[src/rtl/pc.sv]
// -----------------------------------------------------------------------------
// pc : program counter register for the single-cycle RISC-V core.
//
// Holds the address of the instruction being fetched. On every rising edge of
// CLK it loads NextPC, or RESET_VECTOR when RST is high. The next-address mux
// (PC+4, branch or jump target) lives outside this block.
//
// Parameters
//   WIDTH        address width in bits (must be at least 3)
//   RESET_VECTOR value loaded into Pc on reset
//
// Ports
//   CLK        in   1      system clock, rising-edge active
//   RST        in   1      synchronous active-high reset
//   NextPC     in   WIDTH  address to load on the next rising edge
//   Pc         out  WIDTH  current program counter (registered)
//   PcPlus4    out  WIDTH  Pc + 4, modulo 2^WIDTH (combinational)
//   Misaligned out  1      high when Pc[1:0] != 2'b00 (combinational)
// -----------------------------------------------------------------------------
module pc #(
  parameter int unsigned             WIDTH        = 32,
  parameter logic [WIDTH-1:0]        RESET_VECTOR = '0
) (
  input  logic             CLK,
  input  logic             RST,
  input  logic [WIDTH-1:0] NextPC,
  output logic [WIDTH-1:0] Pc,
  output logic [WIDTH-1:0] PcPlus4,
  output logic             Misaligned
);

  localparam logic [WIDTH-1:0] FOUR = WIDTH'(4);

  logic [WIDTH-1:0] pc_q;
  logic [WIDTH-1:0] pc_d;

  // NextPC is taken verbatim: no alignment masking, no stall or enable.
  always_comb begin
    pc_d = NextPC;
  end

  // Reset takes priority over a NextPC presented at the same edge.
  always_ff @(posedge CLK) begin
    if (RST) begin
      pc_q <= RESET_VECTOR;
    end else begin
      pc_q <= pc_d;
    end
  end

  assign Pc         = pc_q;
  // Truncating add: FFFF_FFFC + 4 wraps to 0 with no carry out.
  assign PcPlus4    = pc_q + FOUR;
  // Informational only; the core decides whether to trap.
  assign Misaligned = |pc_q[1:0];

endmodule

[config.mk]
export PLATFORM = sky130hd
export DESIGN_NAME = pc
export DESIGN_NICKNAME = d
export VERILOG_FILES = /design/src/rtl/pc.sv
export SDC_FILE = /design/constraint.sdc
export NUM_CORES = 1
export LEC_CHECK = 0
export ABC_AREA = 0
export CORE_MARGIN = 2
export CORE_UTILIZATION = 38
export DETAILED_ROUTE_END_ITERATION = 7
export GPL_ROUTABILITY_DRIVEN = 0
export GPL_TIMING_DRIVEN = 0
export PLACE_DENSITY = 0.84
export RECOVER_POWER = 100
export SYNTH_ARGS = -nofsm -noshare
export SYNTH_HDL_FRONTEND = slang
export SYNTH_SLANG_ARGS = --single-unit
[constraint.sdc]
create_clock -name CLK -period 4.1 [get_ports CLK]
set_input_delay 0.615 -clock CLK [delete_from_list [all_inputs] [get_ports CLK]]
set_output_delay 0.615 -clock CLK [all_outputs]
set_load 0.1 [all_outputs]
==> results.txt <==
outcome -> complete, no violations
gr ovfl total -> 0
cts bufs inserted -> 5
Netlist cell types -> 21
Setup CP Type -> flip-flop to output pin
most common cell after layout, fill and taps aside -> dlygate4sd3_1
Slew HR -> 32.8%
Sink Count -> 32
crit-path max cell delay -> 1.21 ns
final setup fails -> 0
Seq/Total Area, Yosys -> 44.5%
Syn-to-layout area delta -> 86.4%
Slew Viols, Final -> 0
FILL cells -> 284
maxcap violations -> 0
final worst-path cycle share -> 93.3%
drt pass-1 iters -> 4
Total Routing Usage GR -> 17.0%
initial drt markers -> 12
Worst setup EP type -> output pin
RSZ-0062 raised after global routing -> no
CTS Hold Bufs -> 0
routed length per instance -> 11.2 um
post_cts resized -> 0
number of setup buffers added after CTS -> 0
Synth area leader -> dfxtp_1
die area -> 0.00429 mm2
H-tree depth -> 2
starting density of the core -> 39.3%
footprint of the multi-input gates -> 877 um2
Port Buf Inserts -> 98
first-pass GRT wire length -> 5470 um
flip-flop count of the largest register, all copies and words added -> 32
Ant. Diodes -> 0
Layout Nets -> 291
Avg Inst Size Synth -> 9.53 um2
share of layout cells above drive strength 1 -> 12.1%
most frequent cells in the layout -> 66 x dlygate4sd3_1, 32 x dfxtp_1, 32 x nor2b_1, 32 x clkdlybuf4s50_1, 15 x xnor2_2
core area -> 0.00366 mm2
Vias -> 1400
TritonCTS clock tree -> built
pwr dens -> 361 mW/mm2
top post-synthesis cells by area -> dfxtp_1 45%, nor2b_1 14%, xnor2_1 13%, xor2_1 4.3%, nand4_1 3.9%
Via density -> 4.59
Worst Tran Pin Value -> 1.00 ns
largest net degree at the start of global routing -> 11
min cycle time layout -> 3.83 ns
Die W -> 65.5 um
crit-path cells -> ha_1 > nand3_1 > nor4_4 > nand4_1 > xnor2_2 > dlygate4sd3_1
io pins -> 99
sequential cell area -> 641 um2
Worst Path Required -> 3.48 ns
Ys Warns -> 0
post-synth net total -> 186
top cell type's share of synthesized area -> 44.5%
fmax -> 261 MHz
Setup TNS Final -> 0 ns
HP Class -> input port to flip-flop
Worst-path clk slew -> 0.06 ns
Final ANT Viol Nets -> 0
initial antenna violation count -> 0
DP Wirelength -> 2790 um
crit path launch type -> flip-flop
final wirelength -> 3420 um
#FFs+latches synth -> 32
leakage power total -> 1.20 nW
vias in the first global route -> 1271
Max stage delay cell, worst path -> dlygate4sd3_1
Post-Syn Instances -> 151
Root Driver -> clkbuf_8
DR DRC count -> 0
Syn Std Cell Area -> 0.00144 mm2
num rows -> 22
Critical Path AT -> 3.21 ns
Chip Height -> 65.5 um
final hold violations -> 0
post-layout util -> 73.3%
clock tree buffer depth -> 2
CP Max Fanout -> 8
Worst VDD drop -> 0.273 mV
==> where the power goes <==
part	switching, mW	total (mW)	internal, mW	leakage, nW
logic	0.284	0.377	0.0926	0.889
clock network	0.104	0.240	0.137	0.0455
registers	0.0225	0.351	0.328	0.267
total	0.411	0.968	0.557	1.20
==> final cells by class <==
cell class	count	share of cell area (%)
Tap cell	48	2.24
Multi-Input combinational cell	112	32.7
Sequential cell	32	23.9
Clock buffer	8	3.36
Timing Repair Buffer	98	36.6
Inverter	2	0.280
Buffer	5	0.979
==> path summary, 6_finish.rpt <==
kind,from,slack [ns],end,cells past startpoint
hold / removal,NextPC[22],0.88,Pc[22],2
setup / recovery,Pc[2],0.27,PcPlus4[28],6
==> metrics by stage <==
step / area, um2 / cells / power [mW] / hold slack, ns / setup WS, ns
floorplan: 1550 / 151 / 0.647 / 0.687 / 0.0604
global route: 2680 / 305 / 1.00 / 0.879 / 0.0952
detailed placement: 2590 / 297 / 0.750 / 1.18 / 0.590
finish: 2680 / 305 / 0.968 / 0.881 / 0.273
CTS: 2680 / 305 / 0.991 / 0.876 / 0.281
global placement: 2590 / 297 / 0.748 / 1.17 / 0.635
==> synth_stat cells <==
master,instances
xnor2_1,21
clkbuf_1,3
xor2_1,7
nand3_1,10
nor2_1,7
and4_2,1
nor3_1,3
nand3_2,1
nor4_4,2
nand4_1,9
buf_4,2
and2_1,1
dfxtp_1,32
inv_1,2
nor2b_1,32
nand4_2,1
ha_1,1
or2_2,3
and3_1,2
and4_1,1
nand2_1,10
==> layer usage <==
| metal | track usage (%) | wire length, um | part of all wire [%] | vias up |
|---|---|---|---|---|
| met3 | 8.05 | 347 | 10 | 6 |
| met2 | 30.4 | 1740 | 51 | 64 |
| li1 | - | - | - | 707 |
| met1 | 17.6 | 1290 | 38 | 623 |
| met4 | 5.47 | 43 | 1.3 | 0 |
| met5 | 0 | 0 | 0 | - |
==> worst max-delay path: cells and delay by family, from the launching register on <==
kind	cells	cell delay (ns)
buffers and inverters	1	1.21
adders and majority gates	1	0.21
and+or+nand+nor	3	0.95
xor gates and xnor gates	1	0.16
DFF	1	0.40
==> cell families (layout without fill, tap and decap cells) <==
family | count (synthesis) | in the layout | share of synthesized area, %
fa+ha+maj | 1 | 1 | 0.869
xor+xnor | 28 | 28 | 17.0
simple gates | 83 | 83 | 35.2
flops | 32 | 32 | 44.5
buf+inv | 7 | 113 | 2.35
No activity file was read; power rests on OpenSTA's default activity.
